## config.mk

```make
export PLATFORM = sky130hd
export DESIGN_NAME = btn_debounce
export DESIGN_NICKNAME = d
export VERILOG_FILES = /design/src/rtl/btn_debounce.sv
export SDC_FILE = /design/constraint.sdc
export NUM_CORES = 1
export LEC_CHECK = 0
export CAP_MARGIN = 20
export CORE_MARGIN = 5
export CORE_UTILIZATION = 35
export DETAILED_ROUTE_END_ITERATION = 8
export GPL_TIMING_DRIVEN = 0
export PLACE_DENSITY = 0.52
export SLEW_MARGIN = 20
export SYNTH_ARGS = -nofsm -noshare
export SYNTH_HDL_FRONTEND = slang
export SYNTH_SLANG_ARGS = --single-unit
```

## constraint.sdc

```tcl
create_clock -name clk -period 3.3 [get_ports clk]
set_input_delay 0.66 -clock clk [delete_from_list [all_inputs] [get_ports clk]]
set_output_delay 0.66 -clock clk [all_outputs]
set_load 0.05 [all_outputs]
```

## src/rtl/btn_debounce.sv

```systemverilog
// Push-button conditioner: synchronizer, debounce FSM, press/release strobes
// and long-press detection, all registered on the single board clock.
module btn_debounce #(
  parameter int unsigned SYNC_STAGES     = 2,
  parameter int unsigned DEBOUNCE_CYCLES = 240000,
  parameter int unsigned LONG_CYCLES     = 12000000,
  parameter bit          ACTIVE_LOW      = 1'b1
) (
  input  logic clk,
  input  logic rst,
  input  logic btn_in,
  output logic btn_level,
  output logic press,
  output logic release_o,
  output logic long_press,
  output logic held_long
);

  localparam int unsigned CW = $clog2(DEBOUNCE_CYCLES + 1);
  localparam int unsigned LW = $clog2(LONG_CYCLES + 1);
  localparam logic [CW-1:0] CNT_LAST  = CW'(DEBOUNCE_CYCLES - 1);
  localparam logic [LW-1:0] LCNT_LAST = LW'(LONG_CYCLES - 1);
  localparam logic          PIN_IDLE  = ACTIVE_LOW;

  typedef enum logic [1:0] {
    IDLE,
    PRESS_WAIT,
    PRESSED,
    RELEASE_WAIT
  } state_e;

  logic [SYNC_STAGES-1:0] sync_q;
  logic                   s_q;

  state_e        state_q, state_d;
  logic [CW-1:0] cnt_q, cnt_d;
  logic [LW-1:0] lcnt_q, lcnt_d;

  logic level_q, level_d;
  logic press_q, press_d;
  logic release_q, release_d;
  logic long_q, long_d;
  logic held_q, held_d;

  logic accept_press;
  logic accept_release;
  logic long_hit;

  // Synchronizer chain plus one registered, polarity-corrected stage.
  always_ff @(posedge clk) begin
    if (rst) begin
      sync_q <= {SYNC_STAGES{PIN_IDLE}};
      s_q    <= 1'b0;
    end else begin
      sync_q <= {sync_q[SYNC_STAGES-2:0], btn_in};
      s_q    <= sync_q[SYNC_STAGES-1] ^ ACTIVE_LOW;
    end
  end

  always_ff @(posedge clk) begin
    if (rst) begin
      state_q <= IDLE;
      cnt_q   <= '0;
      lcnt_q  <= '0;
    end else begin
      state_q <= state_d;
      cnt_q   <= cnt_d;
      lcnt_q  <= lcnt_d;
    end
  end

  always_comb begin
    state_d        = state_q;
    cnt_d          = cnt_q;
    lcnt_d         = lcnt_q;
    accept_press   = 1'b0;
    accept_release = 1'b0;
    unique case (state_q)
      IDLE: begin
        if (s_q) begin
          state_d = PRESS_WAIT;
          cnt_d   = '0;
        end
      end
      PRESS_WAIT: begin
        if (!s_q) begin
          state_d = IDLE;
          cnt_d   = '0;
        end else if (cnt_q == CNT_LAST) begin
          state_d      = PRESSED;
          cnt_d        = '0;
          lcnt_d       = '0;
          accept_press = 1'b1;
        end else begin
          cnt_d = cnt_q + CW'(1);
        end
      end
      PRESSED: begin
        lcnt_d = (lcnt_q == LCNT_LAST) ? lcnt_q : lcnt_q + LW'(1);
        if (!s_q) begin
          state_d = RELEASE_WAIT;
          cnt_d   = '0;
        end
      end
      RELEASE_WAIT: begin
        // The long counter keeps running across release bounces.
        lcnt_d = (lcnt_q == LCNT_LAST) ? lcnt_q : lcnt_q + LW'(1);
        if (s_q) begin
          state_d = PRESSED;
          cnt_d   = '0;
        end else if (cnt_q == CNT_LAST) begin
          state_d        = IDLE;
          cnt_d          = '0;
          accept_release = 1'b1;
        end else begin
          cnt_d = cnt_q + CW'(1);
        end
      end
      default: begin
        state_d = IDLE;
        cnt_d   = '0;
      end
    endcase
  end

  // held_q doubles as the fired flag; a concurrent release suppresses the event.
  always_comb begin
    long_hit  = ((state_q == PRESSED) || (state_q == RELEASE_WAIT)) &&
                !held_q && (lcnt_d == LCNT_LAST) && !accept_release;
    press_d   = accept_press;
    release_d = accept_release;
    long_d    = long_hit;
    level_d   = level_q;
    held_d    = held_q;
    if (accept_press)   level_d = 1'b1;
    if (accept_release) level_d = 1'b0;
    if (long_hit)       held_d  = 1'b1;
    if (accept_release) held_d  = 1'b0;
  end

  always_ff @(posedge clk) begin
    if (rst) begin
      level_q   <= 1'b0;
      press_q   <= 1'b0;
      release_q <= 1'b0;
      long_q    <= 1'b0;
      held_q    <= 1'b0;
    end else begin
      level_q   <= level_d;
      press_q   <= press_d;
      release_q <= release_d;
      long_q    <= long_d;
      held_q    <= held_d;
    end
  end

  assign btn_level  = level_q;
  assign press      = press_q;
  assign release_o  = release_q;
  assign long_press = long_q;
  assign held_long  = held_q;

  a_strobes_exclusive: assert property (@(posedge clk) disable iff (rst)
    $onehot0({press_q, release_q, long_q}));
  a_held_implies_level: assert property (@(posedge clk) disable iff (rst)
    held_q |-> level_q);

endmodule

```

=== Word-level counts from Yosys, hierarchy flattened ===
Index checks and enable logic that the tools add are counted.

* Bits in registers: 52
* Latch bits: 0
* RAM bits: 0
* ROM bits: 0
* Input bits: 3
* Logic and storage cells: 56
* Memories kept: 0

* Add/sub/neg operators: 2
* $mul: 0
* Divide/modulo/power cells: 0
* $lt $le $gt $ge: 0
* Equality and inequality tests: 10
* Shift operators: 0
* Multiplexer cells: 22
* Bitwise logic cells: 1
* Reductions and logical operators: 11

{| class="wikitable"
|+ Operator list
! kind !! count
|-
| $mux W18 || 5
|-
| $mux W24 || 3
|-
| $pmux W18 S4 || 1
|-
| $eq A24 B24 Y1 const B || 2
|-
| $pmux W24 S2 || 1
|-
| $add A24 B1 Y24 const B || 1
|-
| $add A18 B1 Y18 const B || 1
|-
| $eq A18 B18 Y1 const B || 1
|-
| $mux W2 || 6
|-
| $pmux W2 S4 || 1
|-
| $ne A3 B3 Y1 const B || 2
|-
| $mux W1 || 5
|-
| $eq A2 B2 Y1 const B || 2
|-
| $ne A2 B2 Y1 const B || 2
|-
| $reduce_and A4 Y1 || 1
|-
| $reduce_or A2 Y1 || 2
|-
| $logic_and A1 B1 Y1 || 3
|-
| $eq A2 B1 Y1 const B || 1
|-
| $logic_not A1 Y1 || 2
|-
| $logic_not A2 Y1 || 1
|-
| $reduce_and A2 Y1 || 1
|-
| $logic_or A1 B1 Y1 || 1
|-
| $not A1 Y1 || 1
|}

=== Longest topological paths before layout ===
Gate-level depths: netlist of run 1.

* Depth after elaboration: 7
* Depth in mapped cells: 9

=== Least setup slack after synthesis of run 1 ===
No wires, ideal clock.

* Path kind: register to register
* Start: register lcnt_q[0]
* End: register held_q (netlist: held_long)
* Setup time: 0.086 ns
* Data arrival time: 2.709 ns
* Data required time: 3.214 ns
* Setup slack: 0.505 ns
* Cell stages (with the launch flop): 9
* Buffers on the path: 1
* Clock period less this slack: 2.795 ns
* Path through: dfxtp_1 > ha_1 > clkbuf_1 > and3_1 > nand2_1 > a221o_1 > or4_1 > or4_4 > a221oi_2

* Cells in the longest elaborated chain, start to end: 6
* Elaborated cells between the ends (all ways): 9
* Those cells by class: add/sub: 1; eq/ne: 2; mux: 4; reduce/logical: 2

{| class="wikitable"
|+ RTL lines
! what !! RTL line !! source
|-
| start: declaration || 37 || <nowiki>logic [LW-1:0] lcnt_q, lcnt_d;</nowiki>
|-
| start signal: assignment || 68 || <nowiki>lcnt_q <= lcnt_d;</nowiki>
|-
| $add A24 B1 Y24 (tied with other cells) || 99, 107 ||
|-
| $mux W24 (on tied branches) || 99, 107, 86 ||
|-
| $pmux W24 S2 * || 78 || <nowiki>unique case (state_q)</nowiki>
|-
| $eq A24 B24 Y1 * || 129 || <nowiki>!held_q && (lcnt_d == LCNT_LAST) && !accept_release;</nowiki>
|-
| $logic_and A1 B1 Y1 * (2 in a row) || 129 ||
|-
| end signal: assignment || 153 || <nowiki>held_q <= held_d;</nowiki>
|-
| end: declaration || 43 || <nowiki>logic held_q, held_d;</nowiki>
|}

Every way passes the cells marked *; elsewhere a longest branch is shown, timed or not.
A chain may end at the register's enable or synchronous reset.

=== Worst setup path in the final report of run 1 ===
* Start: register cnt_q[0]
* End: register held_q (netlist: held_long)

* Cells in the longest elaborated chain, start to end: 7
* Elaborated cells between the ends (all ways): 12
* Those cells by class: eq/ne: 2; mux: 6; reduce/logical: 4

{| class="wikitable"
|+ RTL lines
! what !! RTL line !! source
|-
| start: declaration || 36 || <nowiki>logic [CW-1:0] cnt_q, cnt_d;</nowiki>
|-
| start signal: assignment || 67 || <nowiki>cnt_q <= cnt_d;</nowiki>
|-
| $eq A18 B18 Y1 * || 89, 111 ||
|-
| $mux W24 || 89 || <nowiki>end else if (cnt_q == CNT_LAST) begin</nowiki>
|-
| $mux W24 || 86 || <nowiki>if (!s_q) begin</nowiki>
|-
| $pmux W24 S2 || 78 ||
|-
| $eq A24 B24 Y1 || 129 ||
|-
| $logic_and A1 B1 Y1 (2 in a row) || 129 ||
|}

Marked as above.

==> out/metrics.csv, run 1 <==
metric,value,unit
status,"complete, no violations",
die area,10800,um2
ys flop type,dfxtp_1,
worst r2r src,cnt_q[0],
endpoints failing hold,0,
Logic pwr share,0.025,
"reg-to-reg slack, setup",0.18,ns
syn nets,374,
mean area per synthesized cell,8.34,um2
vias in the first global route,2629,
Clock power frac,0.367,
Final Max Tran Viols,0,
clock skew,0.0228,ns
Finished Core Util,0.390,
post-place setup slack,0.0305,ns
Worst R2R Path Depth,8,
width of the die,104,um
final RePlAce weighted congestion,0.929,
Worst-Skew Late Latency,0.32,ns
CTS tree,built,
total clock sinks,52,
setup violators final,0,
DRC violations left,0,
pwr dens,308,nW/um2
Int Pwr,0.789,mW
critical path class,reg -> reg,
mux cell area share after synthesis,0.0134,
Tmin final,3.12,ns
CTS Buf Count,5,
Hold Crit Class,reg -> reg,
CP max-delay cell,or4_4,
switching share of power,0.238,
Post-synth EDFFs,0,
"slowest stage delay, CP",0.56,ns
sequential-to-total area share from yosys stat,0.338,
max_cap viols,0,
Critical Path AT,3.34,ns
Area Overhead vs Synth,9.31,%
synth unique cells,59,
clock root cell,clkbuf_8,
share of layout cells above drive strength 1,0.128,
drt total wl,7720,um
post-synth top area share,0.338,
Sw Pwr,0.246,mW
Sequential Area,1040,um2
r2r endpoint,held_long,
final worst slack,0.182,ns
Synth Area in XOR/XNOR,0.0427,
Fill cells,901,
Relative slew margins,0.633,
first-pass GRT wire length,13300,um
grt ovf,0,
Placeable Area,8640,um2
Setup crit start,cnt_q[0],
Total Routing Usage GR,0.145,
dpl hpwl,5670,um
Final ANT Viol Nets,0,
DRT Pass-1 Iters,4,
initial antenna violation count,0,
Post-CTS Setup Repair Bufs,0,
YS warnings,0,
Pleak,1.10,nW
nets@finish,386,
CP Launch Type,register,
"top cells by area, synth","dfxtp_1 (34%), nor2_1 (6.3%), nand4_1 (3.3%), o21ai_0 (3.1%), a21oi_1 (2.9%)",
antenna cells,0,
Yosys top cell by area,dfxtp_1,
DRT iter0 DRCs,115,
Adder-Cell Fraction of Synth Area,0.00813,
Hold Buf Count CTS,0,
Max VDD drop,0.000173,V
compound-gate portion of the synthesized area,0.180,
Tcrit/Tclk final,0.945,
Starting Density,0.356,
Avg WL per Cell,15.8,um
multi-input logic area,1870,um2
CP Cell Sequence,ha_1 -> nand3_2 -> nor3_4 -> a41oi_2 -> a221o_1 -> or4_1 -> or4_4 -> a221oi_2,
Worst-Margin Slew,0.549,ns
Clock Path Buffers,2,
clk slew on worst S/H paths,0.11,ns
Crit path required time,3.52,ns
Peak Freq,321,MHz
fraction of the mapped netlist area in simple logic gates,0.362,
asr flop ratio synth,0,
routed via count,2780,
IO Count,8,
unrepaired setup endpoints after global routing,false,
cells after synthesis,369,
main combinational cell family by area after synthesis,simple AND/OR/NAND/NOR gates,
#FFs+latches synth,52,
sequential group share of total power,0.608,
crit path to,held_long,
Die Span Y,104,um
crit-path max FO,7,
Via-to-Cell Ratio,5.67,
IO Port Bufs,6,
H-Tree Depth,2,
critical path endpoint category,register,
area of the mapped netlist,3080,um2
row count,34,
largest net degree at the start of global routing,17,
## through the flow
stage	cells	instance area [um2]	hold slack (ns)	total power [mW]	TNS, ns
after floorplan	369	3080	0.363	0.661	0
after global placement	483	3270	0.364	0.670	-0.0144
after detailed placement	483	3270	0.370	0.670	0
after CTS	491	3370	0.386	1.05	0
after global routing	490	3360	0.408	1.08	0
final	490	3360	0.382	1.03	0
## synthesized netlist by cell type, drive strengths merged (5+ instances only)
master and n:
a21oi 18, a22oi 6, and2 6, and3 6, and4 7, buf 13, clkbuf 10, dfxtp 52
inv 6, nand2 24, nand3 15, nand4 18, nor2 52, nor2b 5, nor3 6, nor3b 7
nor4 15, o21ai 20, o31a 5, or2 6, xnor2 6, xor2 9
## power groups by stage
stage,sequential [mW],clock [mW],combinational [mW]
final,0.629,0.380,0.0258
after global routing,0.630,0.418,0.0292
after CTS,0.630,0.399,0.0264
after detailed placement,0.644,0,0.0263
after global placement,0.644,0,0.0260
after floorplan,0.644,0,0.0173
## registers in the layout, summed over array words and instances, names as in the netlist, named ones only
name and count:
btn_level 1, cnt_q 18, held_long 1, lcnt_q 24, long_press 1, press 1, release_o 1, s_q 1
state_q 1, sync_q 2
## repair_timing
action	in CTS	in global routing
endpoints found under the setup margin	1	1
cloned	0	0
gates resized for setup	1	0
## area by class of cell
| type | count | area share |
|---|---|---|
| buffer | 23 | 0.0431 |
| clock buffer | 6 | 0.0216 |
| clock inverter | 2 | 0.00483 |
| inverter | 6 | 0.00669 |
| multi-input combinational | 287 | 0.556 |
| sequential | 52 | 0.309 |
| tap | 108 | 0.0402 |
| timing repair buffer | 6 | 0.0179 |
## cells by family (layout without fill, tap and decap cells)
group / Yosys count / after routing
adders and majority gates: 2 / 2
buffers and inverters: 30 / 43
AOI/OAI and AO/OA: 81 / 81
xor gates and xnor gates: 15 / 15
and+or+nand+nor: 185 / 185
muxes: 4 / 4
DFF: 52 / 52
## worst min-delay path by stage
| stage | end | startpoint | cells past startpoint |
|---|---|---|---|
| 2_1_floorplan | s_q | sync_q[1] | 1 |
| 3_3_place_gp | s_q | sync_q[1] | 1 |
| 3_5_place_dp | s_q | sync_q[1] | 1 |
| 4_1_cts | s_q | sync_q[1] | 1 |
| 5_1_grt | s_q | sync_q[1] | 1 |
| 6_report | s_q | sync_q[1] | 1 |
## layout by cell type, fill, tap and decap left out, types with 9 or more instances in the layout
cell / Yosys / routed
nor2_1: 52 / 52
nand2_1: 24 / 24
nand3_1: 14 / 14
a21oi_1: 18 / 18
nor4_1: 12 / 11
o21ai_0: 19 / 19
nand4_1: 16 / 16
xor2_1: 9 / 9
clkbuf_1: 10 / 10
dfxtp_1: 52 / 52
## per-layer routing
layer | vias up | routed length (um) | global-route usage
met5 | - | 0 | 0
met4 | 0 | 172 | 0.0453
met3 | 13 | 238 | 0.0255
met2 | 59 | 3620 | 0.237
met1 | 1309 | 3690 | 0.195
li1 | 1399 | - | -
## worst max-delay path: cells and delay by family, from the launching register on
family / cells / cell delay, ns
flops: 1 / 0.43
compound gates: 3 / 0.83
simple gates: 4 / 1.53
fa+ha+maj: 1 / 0.23
Power figures use the tool's default switching activity.
==> run 2, diff against run 1 <==
--- a/config.mk
+++ b/config.mk
@@ -6,6 +6,7 @@
 export NUM_CORES = 1
 export LEC_CHECK = 0
 export CAP_MARGIN = 20
+export CORE_ASPECT_RATIO = 0.75
 export CORE_MARGIN = 5
 export CORE_UTILIZATION = 35
 export DETAILED_ROUTE_END_ITERATION = 8
==> run 2 against run 1 <==
Hold slack worse by 0.0037 ns. Clock-buffer cell count unchanged. Via count up 2.9%. Critical path type unchanged.
==> out/metrics.csv, run 2 (synthesis gave the netlist of run 1 again) <==
metric,value,unit
final worst slack,0.183,ns
critical path endpoint category,register,
initial antenna violation count,0,
Avg WL per Cell,16.7,um
Crit path required time,3.52,ns
Hold WS,0.378,ns
"slowest stage delay, CP",0.58,ns
placed instance area,3270,um2
CP Launch Type,register,
clock root cell,clkbuf_16,
clk slew on worst S/H paths,0.08,ns
drt total wl,8190,um
Total Routing Usage GR,0.151,
final RePlAce weighted congestion,0.922,
Via-to-Cell Ratio,5.84,
setup violators final,0,
Critical Path AT,3.33,ns
Peak Freq,321,MHz
Starting Density,0.361,
grt ovf,0,
endpoints failing hold,0,
die area,10800,um2
final setup TNS,0,ns
status,"complete, no violations",
Relative slew margins,0.569,
share of layout cells above drive strength 1,0.136,
"CP delay by family, top",simple AND/OR/NAND/NOR gates,
crit-path max FO,7,
Final ANT Viol Nets,0,
Post-CTS Setup Repair Bufs,0,
CTS tree,built,
DRC violations left,0,
DRT iter0 DRCs,200,
Max VDD drop,0.000197,V
H-Tree Depth,2,
vias in the first global route,2517,
top flop regs,"lcnt_q x24, cnt_q x18, sync_q x2",
"most common cell after layout, fill and taps aside",nor2_1,
CP max-delay cell,or4_4,
total clock sinks,52,
Die Span Y,91.2,um
fin area,3460,um2
clock skew,0.0128,ns
Pleak,1.14,nW
Hold Crit Class,reg -> reg,
Largest register FFs,24,
pwr dens,371,nW/um2
critical path class,reg -> reg,
dpl hpwl,5980,um
IO Count,8,
CP Cell Sequence,ha_1 -> nand3_2 -> nor3_4 -> a41oi_2 -> a221o_1 -> or4_1 -> or4_4 -> a221oi_2,
antenna cells,0,
CTS Buf Count,5,
IO Port Bufs,6,
Top reg by flops,lcnt_q,
row count,29,
unrepaired setup endpoints after global routing,false,
Tmin final,3.12,ns
first-pass GRT wire length,13600,um
most frequent cells in the layout,"nor2_1 (52), dfxtp_1 (51), nand2_1 (24)",
Worst-Skew Late Latency,0.30,ns
post-place setup slack,0.0291,ns
width of the die,118,um
largest net degree at the start of global routing,17,
Worst-Margin Slew,0.641,ns
Bufs and invs on worst path,0,
max_cap viols,0,
Clock Path Buffers,2,
nets@finish,386,
Placeable Area,8530,um2
"reg-to-reg slack, setup",0.18,ns
Tcrit/Tclk final,0.945,
routed via count,2860,
Area Overhead vs Synth,12.3,%
Final Max Tran Viols,0,
DRT Pass-1 Iters,5,
==> run 2: area by class of cell <==
| cell class | count | area, um2 |
|---|---|---|
| buffer | 23 | 145 |
| clock buffer | 6 | 139 |
| clock inverter | 2 | 38.8 |
| fill | 861 | 5070 |
| inverter | 6 | 22.5 |
| multi-input combinational | 287 | 1870 |
| sequential | 52 | 1040 |
| tap | 108 | 135 |
| timing repair buffer | 6 | 60.1 |
==> run 2: worst reg2reg max path, cell delays in order, from the launching register on <==
cell	delay (ns)
dfxtp_1	0.40
ha_1	0.22
nand3_2	0.20
nor3_4	0.25
a41oi_2	0.23
a221o_1	0.39
or4_1	0.57
or4_4	0.58
a221oi_2	0.21
==> run 2: final timing paths <==
kind	start	endpoint	cells after the start
setup / recovery	cnt_q[1]	held_long	8
hold / removal	sync_q[1]	s_q	1
setup reg to reg	cnt_q[1]	held_long	8
hold reg to reg	sync_q[1]	s_q	1
==> run 2: routing by layer <==
layer,share of wire,track usage,routed length [um]
met1,0.56,0.259,4580
met2,0.36,0.182,2980
met3,0.065,0.0236,529
met4,0.013,0.0420,106
met5,0,0,0
==> run 2: repair_timing <==
| action | in CTS | in global routing |
|---|---|---|
| endpoints found under the setup margin | 1 | 2 |
| hold buffers | 0 | 0 |
| gates resized for setup | 1 | 2 |
==> run 2: report_power, final <==
group	internal (mW)	switching, mW	total [mW]
registers	0.629	0.000787	0.629
clock network	0.381	0.247	0.628
logic	0.00807	0.0183	0.0263
total	1.02	0.266	1.28
==> run 2: stage by stage <==
stage,instances,util,total power [mW]
finish,490,0.405,1.28
global route,490,0.405,1.32
CTS,491,0.405,1.29
detailed placement,483,0.384,0.671
global placement,483,0.384,0.671
floorplan,369,-,0.661
==> run 3, diff against run 2 <==
==> constraint.sdc (replaced) <==
create_clock -name clk -period 3.8 [get_ports clk]
set_input_delay 0.76 -clock clk [delete_from_list [all_inputs] [get_ports clk]]
set_output_delay 0.76 -clock clk [all_outputs]
set_load 0.05 [all_outputs]
==> run 3 against run 2 <==
Clock power is 14% lower. Clock skew is 0.0029 ns lower. Critical path depth rose by 1. Sequential cell count did not move. Sequential power down 13%. Core utilization decreased by 0.073 points. Largest cell class unchanged.
==> out/metrics.csv, run 3 (synthesis gave the netlist of run 1 again) <==
metric,value,unit
Final ANT Viol Nets,0,
Final Max Tran Viols,0,
Worst-Margin Slew,0.700,ns
Max VDD drop,0.000170,V
clock skew,0.00992,ns
Avg WL per Cell,16.6,um
routed via count,2834,
setup violators final,0,
width of the die,118,um
die area,10800,um2
Pleak,1.14,nW
status,"complete, no violations",
Peak Freq,301,MHz
Worst R2R Path Depth,9,
Placeable Area,8530,um2
Total Routing Usage GR,0.151,
beginning of the worst hold path,sync_q[1],
critical path class,reg -> reg,
CP Launch Type,register,
grt ovf,0,
Relative slew margins,0.529,
Post-CTS Setup Repair Bufs,0,
Finished Core Util,0.405,
final RePlAce weighted congestion,0.922,
crit-path max FO,9,
CTS Buf Count,5,
Fill cells,861,
Area Overhead vs Synth,12.1,%
antenna cells,0,
total clock sinks,52,
final worst slack,0.482,ns
Starting Density,0.361,
share of layout cells above drive strength 1,0.128,
Inst Count DP,483,
vias in the first global route,2507,
Die Span Y,91.2,um
r2r endpoint,held_long,
dpl hpwl,5980,um
largest net degree at the start of global routing,17,
Top reg by flops,lcnt_q,
final setup TNS,0,ns
IO Port Bufs,6,
top flop regs,"lcnt_q x24, cnt_q x18, sync_q x2",
post-place setup slack,0.529,ns
worst r2r src,lcnt_q[0],
endpoints failing hold,0,
max_cap viols,0,
Tcrit/Tclk final,0.873,
multi-input logic area,1870,um2
clock root cell,clkbuf_16,
pwr dens,322,nW/um2
placed instance area,3270,um2
Sequential Area,1040,um2
clk slew on worst S/H paths,0.07,ns
Hold Buf Count CTS,0,
critical path endpoint category,register,
DRC violations left,0,
final non-filler cell total,491,
"reg-to-reg slack, setup",0.48,ns
Clock Path Buffers,2,
CTS tree,built,
Hold Path Sink,s_q,
Largest register FFs,24,
nets@finish,387,
DRT Pass-1 Iters,4,
Tmin final,3.32,ns
Critical Path AT,3.54,ns
initial antenna violation count,0,
Hold WS,0.380,ns
Worst-Skew Late Latency,0.30,ns
post-CTS sizing,0,
Via-to-Cell Ratio,5.77,
first-pass GRT wire length,13600,um
row count,29,
H-Tree Depth,2,
Hold Crit Class,reg -> reg,
Hold Crit Depth,1,
unrepaired setup endpoints after global routing,false,
DRT iter0 DRCs,233,
drt total wl,8130,um
total power,1.11,mW
IO Count,8,
most frequent cells in the layout,"nor2_1 (52), dfxtp_1 (52), nand2_1 (24)",
Crit path required time,4.02,ns
fin area,3450,um2
[run 3: cell count changes in the layout (fill, tap and decap cells not counted)]
cell,change
ha_1,+1
dfxtp_1,+1
nor4_2,-1
dfxtp_2,-1
clkbuf_1,+1
ha_2,-1
nor4_1,+1
[run 3: per-layer routing]
layer,share of wire,vias to the layer above,global-route usage
li1,-,1397,-
met1,0.56,1330,0.261
met2,0.37,97,0.182
met3,0.058,10,0.0211
met4,0.013,0,0.0420
met5,0,-,0
[run 3: worst max-delay path, cell delays in order (launching register included)]
cell and delay [ns]:
dfxtp_1 0.48, ha_1 0.19, clkbuf_1 0.28, and3_1 0.28
nand2_1 0.18, o21ai_0 0.34, xor2_1 0.14, or4_1 0.56
or4_4 0.58, a221oi_2 0.21
[run 3: area by class of cell]
type | instances | area share
Clock buffer | 6 | 0.0402
Inverter | 6 | 0.00653
Tap cell | 108 | 0.0392
Clock inverter | 2 | 0.0112
Multi-Input combinational cell | 287 | 0.541
Timing Repair Buffer | 6 | 0.0174
Sequential cell | 52 | 0.302
Buffer | 24 | 0.0431
[run 3: how the worst max path moves through the flow]
stage	from	to	cells after the start
finish	lcnt_q[0]	held_long	9
floorplan	lcnt_q[0]	held_long	8
CTS	lcnt_q[0]	held_long	9
detailed placement	lcnt_q[0]	held_long	9
global placement	lcnt_q[0]	held_long	9
global route	lcnt_q[0]	held_long	9
[run 3: power by group]
part | total (mW) | internal [mW] | switching, mW | leakage, nW
Sequential | 0.547 | 0.546 | 0.000698 | 0.419
Clock | 0.541 | 0.330 | 0.211 | 0.0871
Combinational | 0.0229 | 0.00700 | 0.0159 | 0.636
Total | 1.11 | 0.883 | 0.227 | 1.14
